<file path="config.mk">
export PLATFORM = sky130hd
export DESIGN_NAME = cdb_arbiter_flat
export DESIGN_NICKNAME = d
export VERILOG_FILES = /design/src/rtl/cdb_arbiter_pkg.sv /design/src/rtl/cdb_arbiter_if.sv /design/src/rtl/cdb_arbiter_hold_reg.sv /design/src/rtl/cdb_arbiter.sv /design/src/flat_wrapper.sv
export SDC_FILE = /design/constraint.sdc
export NUM_CORES = 1
export LEC_CHECK = 0
export ABC_AREA = 1
export BUFFER_PORTS_ARGS = -buffer_cell sky130_fd_sc_hd__clkbuf_2
export CORE_MARGIN = 8
export CORE_UTILIZATION = 62
export DETAILED_ROUTE_END_ITERATION = 8
export PLACE_DENSITY = 0.85
export REMOVE_ABC_BUFFERS = 1
export SLEW_MARGIN = 0
export SYNTH_ARGS = -nofsm -noshare
export SYNTH_HDL_FRONTEND = slang
export SYNTH_SLANG_ARGS = --single-unit
</file>
<file path="constraint.sdc">
create_clock -name clk -period 10.4 [get_ports clk]
set_input_delay 1.04 -clock clk [delete_from_list [all_inputs] [get_ports clk]]
set_output_delay 1.04 -clock clk [all_outputs]
set_load 0.05 [all_outputs]
</file>
<file path="src/rtl/cdb_arbiter_pkg.sv">
// Shared types and helpers for the CDB writeback arbiter.
package cdb_arbiter_pkg;

    localparam int unsigned PREG_W = 7;
    localparam int unsigned ROB_W  = 5;

    typedef struct packed {
        logic [PREG_W-1:0] preg;
        logic [ROB_W-1:0]  rob_tag;
        logic [31:0]       data;
        logic              has_dest;
    } cdb_pkt_t;

    // True when tag is strictly younger than ref_tag, ages measured from the ROB head.
    function automatic logic rob_younger(input logic [ROB_W-1:0] tag,
                                         input logic [ROB_W-1:0] ref_tag,
                                         input logic [ROB_W-1:0] head);
        logic [ROB_W-1:0] age_tag;
        logic [ROB_W-1:0] age_ref;
        age_tag = tag - head;
        age_ref = ref_tag - head;
        return age_tag > age_ref;
    endfunction

endpackage

</file>
<file path="src/rtl/cdb_arbiter_if.sv">
// FU result ports, CDB broadcast slots and flush controls of the arbiter.
interface cdb_arbiter_if
    import cdb_arbiter_pkg::*;
#(
    parameter int unsigned NUM_REQ = 4,
    parameter int unsigned NUM_CDB = 3
);
    logic [NUM_REQ-1:0]           req_valid;
    logic [NUM_REQ-1:0]           req_ready;
    cdb_pkt_t [NUM_REQ-1:0]       req_pkt;
    logic [NUM_CDB-1:0]           cdb_valid;
    cdb_pkt_t [NUM_CDB-1:0]       cdb_pkt;
    logic                         mispredict;
    logic [ROB_W-1:0]             mispredict_tag;
    logic [ROB_W-1:0]             rob_head;

    modport master (
        output req_valid, req_pkt, mispredict, mispredict_tag, rob_head,
        input  req_ready, cdb_valid, cdb_pkt
    );

    modport slave (
        input  req_valid, req_pkt, mispredict, mispredict_tag, rob_head,
        output req_ready, cdb_valid, cdb_pkt
    );
endinterface

</file>
<file path="src/rtl/cdb_arbiter_hold_reg.sv">
// Per-port result holding register: loads on accept, clears on grant or kill.
module cdb_hold_reg
    import cdb_arbiter_pkg::*;
(
    input  logic     clk,
    input  logic     reset,
    input  logic     accept,
    input  logic     drop_in,
    input  logic     grant,
    input  logic     kill,
    input  cdb_pkt_t in_pkt,
    output logic     hold_valid,
    output cdb_pkt_t hold_pkt
);

    // Accept has priority: a port only accepts when empty or draining this cycle.
    always_ff @(posedge clk or negedge reset) begin
        if (!reset) begin
            hold_valid <= 1'b0;
            hold_pkt   <= '0;
        end else if (accept) begin
            hold_valid <= !drop_in;
            if (!drop_in) begin
                hold_pkt <= in_pkt;
            end
        end else if (grant || kill) begin
            hold_valid <= 1'b0;
        end
    end

endmodule

</file>
<file path="src/rtl/cdb_arbiter.sv">
// Round-robin multi-grant writeback arbiter driving the CDB broadcast slots.
module cdb_arbiter
    import cdb_arbiter_pkg::*;
#(
    parameter int unsigned NUM_REQ = 4,
    parameter int unsigned NUM_CDB = 3
)(
    input  logic          clk,
    input  logic          reset,
    cdb_arbiter_if.slave  bus
);

    localparam int unsigned PTR_W  = (NUM_REQ > 1) ? $clog2(NUM_REQ) : 1;
    localparam int unsigned SLOT_W = (NUM_CDB > 1) ? $clog2(NUM_CDB) : 1;

    logic [NUM_REQ-1:0] hold_valid;
    cdb_pkt_t           hold_pkt [NUM_REQ];
    logic [NUM_REQ-1:0] kill;
    logic [NUM_REQ-1:0] drop_in;
    logic [NUM_REQ-1:0] elig;
    logic [NUM_REQ-1:0] grant;
    logic [NUM_REQ-1:0] accept;
    logic [PTR_W-1:0]   rr_ptr;
    logic [PTR_W-1:0]   rr_next;
    logic               ready_en;

    for (genvar i = 0; i < NUM_REQ; i++) begin : g_hold
        cdb_hold_reg u_hold (
            .clk        (clk),
            .reset      (reset),
            .accept     (accept[i]),
            .drop_in    (drop_in[i]),
            .grant      (grant[i]),
            .kill       (kill[i]),
            .in_pkt     (bus.req_pkt[i]),
            .hold_valid (hold_valid[i]),
            .hold_pkt   (hold_pkt[i])
        );
    end

    // Flush qualification of held entries and incoming results, plus port handshake.
    always_comb begin
        kill    = '0;
        drop_in = '0;
        for (int unsigned i = 0; i < NUM_REQ; i++) begin
            kill[i]    = bus.mispredict &&
                         rob_younger(hold_pkt[i].rob_tag, bus.mispredict_tag, bus.rob_head);
            drop_in[i] = bus.mispredict &&
                         rob_younger(bus.req_pkt[i].rob_tag, bus.mispredict_tag, bus.rob_head);
        end
        elig          = hold_valid & ~kill;
        bus.req_ready = ready_en ? (~hold_valid | grant) : '0;
        accept        = bus.req_valid & bus.req_ready;
    end

    // Scan from rr_ptr, granting the first NUM_CDB eligible holds into slots in scan order.
    always_comb begin
        logic [PTR_W-1:0] last_idx;
        logic [PTR_W-1:0] idx;
        int unsigned      n;
        grant         = '0;
        bus.cdb_valid = '0;
        bus.cdb_pkt   = '0;
        last_idx      = rr_ptr;
        n             = 0;
        for (int unsigned off = 0; off < NUM_REQ; off++) begin
            idx = PTR_W'((32'(rr_ptr) + off) % NUM_REQ);
            if (elig[idx] && (n < NUM_CDB)) begin
                grant[idx]                  = 1'b1;
                bus.cdb_valid[SLOT_W'(n)]   = 1'b1;
                bus.cdb_pkt[SLOT_W'(n)]     = hold_pkt[idx];
                last_idx                    = idx;
                n                           = n + 1;
            end
        end
        rr_next = (|grant) ? PTR_W'((32'(last_idx) + 1) % NUM_REQ) : rr_ptr;
    end

    // Round-robin pointer and the post-reset ready enable.
    always_ff @(posedge clk or negedge reset) begin
        if (!reset) begin
            rr_ptr   <= '0;
            ready_en <= 1'b0;
        end else begin
            rr_ptr   <= rr_next;
            ready_en <= 1'b1;
        end
    end

endmodule

</file>
<file path="src/flat_wrapper.sv">
// flat-port wrapper written by rule: the top's interface ports become plain ports
module cdb_arbiter_flat import cdb_arbiter_pkg::*;
#(
    parameter int unsigned NUM_REQ = 4,
    parameter int unsigned NUM_CDB = 3
)
  (clk, reset, bus_req_valid, bus_req_pkt, bus_mispredict, bus_mispredict_tag, bus_rob_head, bus_req_ready, bus_cdb_valid, bus_cdb_pkt);
  cdb_arbiter_if #(.NUM_REQ(NUM_REQ), .NUM_CDB(NUM_CDB)) bus_i ();
  input  logic clk;
  input  logic reset;
  input wire logic [$bits(bus_i.req_valid)-1:0] bus_req_valid;
  input wire logic [$bits(bus_i.req_pkt)-1:0] bus_req_pkt;
  input wire logic [$bits(bus_i.mispredict)-1:0] bus_mispredict;
  input wire logic [$bits(bus_i.mispredict_tag)-1:0] bus_mispredict_tag;
  input wire logic [$bits(bus_i.rob_head)-1:0] bus_rob_head;
  output wire logic [$bits(bus_i.req_ready)-1:0] bus_req_ready;
  output wire logic [$bits(bus_i.cdb_valid)-1:0] bus_cdb_valid;
  output wire logic [$bits(bus_i.cdb_pkt)-1:0] bus_cdb_pkt;
  assign bus_i.req_valid = bus_req_valid;
  assign bus_i.req_pkt = bus_req_pkt;
  assign bus_i.mispredict = bus_mispredict;
  assign bus_i.mispredict_tag = bus_mispredict_tag;
  assign bus_i.rob_head = bus_rob_head;
  assign bus_req_ready = bus_i.req_ready;
  assign bus_cdb_valid = bus_i.cdb_valid;
  assign bus_cdb_pkt = bus_i.cdb_pkt;
  cdb_arbiter #(.NUM_REQ(NUM_REQ), .NUM_CDB(NUM_CDB)) u_core (.clk(clk), .reset(reset), .bus(bus_i));
endmodule
</file>
# After elaboration in Yosys (flattened, before gate mapping)
# Index checks and enable logic that the tools add are counted.
# totals
in_bits	197
word_cells	190
reg_bits	187
# op_classes
muxes	70
bitwise_logic	19
add_sub_neg	15
reduce_logical	35
order_cmp	29
# ops
cell	n
2-to-1 mux 45 bit	12
bitwise mux 135 bit	3
2-to-1 mux 135 bit	3
binary-select mux 45 bit (select 2 bit)	4
demux 45 bit (select 2 bit)	3
< comparator 32 x 2 -> 1 bit, second input constant	2
2-to-1 mux 32 bit	2
subtractor 5 bit	9
> comparator 5 bit	8
adder 32 x 1 -> 32 bit, second input constant	1
2-to-1 mux 1 bit	21
2-to-1 mux 4 bit	5
logical AND 1 bit	18
< comparator 2 x 3 -> 1 bit, second input constant	6
bitwise OR 4 bit	4
demux 1 bit (select 2 bit)	7
>= comparator 2 x 1 -> 1 bit, second input constant	6
>= comparator 3 bit, second input constant	4
inverter 2 -> 3 bit	4
2-to-1 mux 3 bit	3
bitwise AND 4 bit	2
binary-select mux 1 bit (select 2 bit)	4
inverter 4 bit	2
AND reduction 2 bit	4
14 further kinds	31

# Logic depth before layout (Yosys ltp)
# logic_depth
depth_word	21
ltp_mapped	32

# Cells and area by module
# A second synthesis with hierarchy kept.
# unflattened
cells_unflattened	2732
hier_area_um2	17596.9
# by_module_without_submodules
mod	instances	area_each_um2	cells_per_inst
cdb_arbiter	1	10269.8	1928
cdb_hold_reg	4	1831.8	201

# Worst setup path before layout
# No wires, ideal clock.
# synth_timing
path_kind	in2out
from	input bus_rob_head[1]
to	output bus_cdb_pkt[134]
path_slack_ns	2.969
required_ns	9.360
arrival_time_ns	6.391
cell_stages	25
cell_sequence	inv_1 > fa_1 > a21oi_1 > nor2_1 > nor2_1 > xor2_1 > ha_1 > inv_1 > o21bai_1 > a21oi_1 > nand2_1 > nand2_1 > nand3_1 > nand2_1 > nand2_1 > nand2_2 > buf_2 > inv_1 > buf_2 > fa_1 > inv_1 > nor2_1 > nand3_1 > clkbuf_1 > o21ai_0
# synth_via
elab_chain_cells	20
word_cells_on_any_way	55
cone_classes	7 x add/sub; 13 x order compare; 23 x mux; 2 x bitwise; 10 x reduce/logical
# synth_rtl
item	line	rtl
start, declared	flat_wrapper.sv:15	input wire logic [$bits(bus_i.rob_head)-1:0] bus_rob_head;
subtractor 5 bit, on equally long branches	cdb_arbiter_pkg.sv:20, cdb_arbiter_pkg.sv:21	
> comparator 5 bit	cdb_arbiter_pkg.sv:22	return age_tag > age_ref;
logical AND 1 bit	cdb_arbiter.sv:46	kill[i] = bus.mispredict &&
inverter 4 bit (*)	cdb_arbiter.sv:51	elig = hold_valid & ~kill;
bitwise AND 4 bit (*)	cdb_arbiter.sv:51	
parallel branches: the longest is 14 deep, another holds < comparator 32 x 2 -> 1 bit	n/a	
2-to-1 mux 135 bit (*)	cdb_arbiter.sv:68	if (elig[idx] && (n < NUM_CDB)) begin
end, declared	flat_wrapper.sv:18	output wire logic [$bits(bus_i.cdb_pkt)-1:0] bus_cdb_pkt;
# Mark *: on every way between the ends. The select of a mux whose other input is x is not followed.

# Final worst setup path
# layout_timing
from	input bus_rob_head[0]
to	output bus_cdb_pkt[123]
# Same word-level chain as after synthesis.

==> results.sh <==
export IMPL_crit_type="input pin to primary output"
export IMPL_place_congestion=0.944
export IMPL_synth_edf_count=0
export IMPL_synth_seq_area_share_pct=27.4
export IMPL_ant_nets=0
export IMPL_placed_cells=3261
export IMPL_grt_ovfl_total=0
export IMPL_area_delta_synth_final_pct=12.7
export IMPL_clockBufferDepth=2
export IMPL_htree_levels=4
export IMPL_io_pins=339
export IMPL_root_buffer="clkbuf_16"
export IMPL_crit_required_ns=9.36
export IMPL_grt_setup_unrepaired="no"
export IMPL_via_count=19884
export IMPL_fin_crit_ns=8.70
export IMPL_die_h_um=182
export IMPL_setup_violations=0
export IMPL_grt_start_max_net_pins=120
export IMPL_path_clk_slew_ns=0.07
export IMPL_drive_above_1_share_pct=15.3
export IMPL_antenna_found_initial=0
export IMPL_cts_sinks=187
export IMPL_finalWirelength_um=62200
export IMPL_core_um2=27000
export IMPL_drc=0
export IMPL_cts_setup_buffers=0
export IMPL_portBuffers=338
export IMPL_tightest_slew_ns=1.22
export IMPL_yosys_top_cells_area="dfrtp_1 27%, nand2_1 24%, o21ai_0 14%"
export IMPL_first_iter_violations=2601
export IMPL_start_util_pct=63.3
export IMPL_n_antenna_cell=0
export IMPL_avgRoutedWirePerCell_um=18.9
export IMPL_cts_resized_gates=0
export IMPL_dieArea_um2=33100
export IMPL_synth_distinct_cells=41
export IMPL_synth_area_leader_cell="dfrtp_1"
export IMPL_finalHoldViolations=0
export IMPL_final_util_pct=71.3
export IMPL_syn_area_um2=17100
export IMPL_start_kind="input pin"
export IMPL_cp_arrival_ns=7.66
export IMPL_path_max_fanout=90
export IMPL_numCtsBuffers=17
export IMPL_fin_cells=3293
export IMPL_max_freq_ghz=0.115
export IMPL_via_per_inst=6.04
export IMPL_async_flop_share_pct=100
export IMPL_post_route_period_util_pct=83.6
export IMPL_synth_top_area_share_pct=27.4
export IMPL_cts_tree="done"
export IMPL_synth_seq_cells=187
export IMPL_nets=3222
export IMPL_hp_class="register to register"
export IMPL_worst_setup_path_end_kind="primary output"
export IMPL_grt_first_pass_wirelength_um=97000
export IMPL_skew_ns=0.0230
export IMPL_clock_latency_ns=0.45
export IMPL_tns_ns=0
export IMPL_synthFlopType="dfrtp_1"
export IMPL_hold_ws_ns=0.482
export IMPL_hpwl_um=40800
export IMPL_rows=60
export IMPL_dieWidth_um=182
export IMPL_ys_warn_count=0
export IMPL_maxCapViolCount=0
export IMPL_syn_inst=2744
export IMPL_relSlewSlack_pct=18.1
export IMPL_status="finished clean"
export IMPL_finalMaxSlewViolations=0
export IMPL_grt_usage_pct=36.3
export IMPL_grt_pass1_vias=18821
export IMPL_first_pass_iters=8
export IMPL_cts_hold_fix_buffers=0
export IMPL_avgSynthCellArea_um2=6.23
-- worst max-delay path: stages --
cell	delay [ns]
clkbuf_2	0.25
ha_1	0.21
inv_1	0.06
fa_1	0.40
a21oi_1	0.17
nor2_1	0.06
nor2_1	0.17
xor2_1	0.61
ha_1	0.35
inv_1	0.11
o21bai_1	0.09
a21oi_1	0.11
nand2_1	0.06
nand2_1	0.10
nand3_1	0.12
nand3_1	0.20
nand2_4	0.59
fa_1	0.76
inv_1	0.09
nor2_1	0.32
nand3_4	0.82
o21ai_0	0.58
clkbuf_2	0.35
-- layout make-up --
cell class | instances | area [µm²]
clock inverters | 15 | 201
multi-input cells | 2184 | 11000
clock buffers | 17 | 425
well taps | 341 | 427
repair buffers | 357 | 1840
flip-flops and latches | 187 | 4690
fillers | 2334 | 7750
inverters | 192 | 721
-- cell usage in the layout (no fill, tap or decap), types with 3 or more instances in the layout --
cell type / n
inv_2: 5
xnor2_1: 11
nand3_1: 51
buf_4: 19
o22ai_1: 11
nand4_2: 3
xor2_1: 21
o21ai_1: 25
dfrtp_1: 185
o21bai_1: 4
or3b_2: 3
nor2_4: 5
nand2_1: 1096
nand3_2: 13
inv_1: 187
o21ai_0: 469
inv_8: 6
clkbuf_2: 337
nor2_1: 114
mux2i_1: 45
ha_1: 75
nor3_1: 40
nand2_2: 20
a21oi_1: 75
clkbuf_16: 17
fa_1: 10
o211ai_1: 68
a2111oi_0: 3
-- cells in the mapped netlist, types with 13 or more instances --
cell and count:
nand2_1 1099, o21ai_0 469, inv_1 190, dfrtp_1 187, clkbuf_1 118, nor2_1 114
ha_1 76, a21oi_1 75, o211ai_1 68, nand3_1 53, mux2i_1 45, nor3_1 40
buf_2 35, o21ai_1 25, xor2_1 21, nand2_2 19, nand3_2 13
-- metal layers --
layer / up-vias / GRT usage [%] / part of all wire [%]
li1: 9300 / - / -
met1: 8948 / 45.3 / 38
met2: 1411 / 57.8 / 45
met3: 225 / 9.20 / 13
met4: 0 / 18.2 / 4.2
met5: - / 0 / 0
-- registers in the layout (all words and copies together), names as in the netlist --
register,count
u_core.g_hold.u_hold.hold_pkt,180
u_core.g_hold.u_hold.hold_valid,4
u_core.ready_en,1
u_core.rr_ptr,2
-- per-stage QoR --
| stage | area, µm² | setup slack, ns |
|---|---|---|
| 3_5_place_dp | 18600 | 1.82 |
| 5_1_grt | 19300 | 1.27 |
| 6_report | 19300 | 1.70 |
| 3_3_place_gp | 18600 | 1.96 |
| 2_1_floorplan | 16300 | -4.95 |
| 4_1_cts | 19300 | 1.81 |
-- cell families after synthesis --
group	share of synthesized area, %
flops	27.4
simple gates	32.0
mux	2.63
buf+inv	8.93
xor+xnor	1.64
fa+ha+maj	6.73
compound gates	20.7
other cells	0.0219
-- final timing paths --
check	from	to	slack (ns)	depth (start not counted)
worst max-delay path	bus_rob_head[0]	bus_cdb_pkt[123]	1.70	23
worst min-delay path	u_core.g_hold[1].u_hold.hold_pkt[18]	u_core.g_hold[1].u_hold.hold_pkt[18]	0.48	2
worst max register to register	u_core.g_hold[1].u_hold.hold_pkt[33]	u_core.g_hold[2].u_hold.hold_pkt[23]	3.94	28
worst min register to register	u_core.g_hold[1].u_hold.hold_pkt[18]	u_core.g_hold[1].u_hold.hold_pkt[18]	0.48	2
max in group asynchronous	reset	u_core.rr_ptr[1]	8.31	2
min in group asynchronous	reset	u_core.g_hold[2].u_hold.hold_pkt[6]	0.57	1
Power is not shown: default switching activity piles up to over one toggle a cycle in this logic, so the estimate is an artifact.
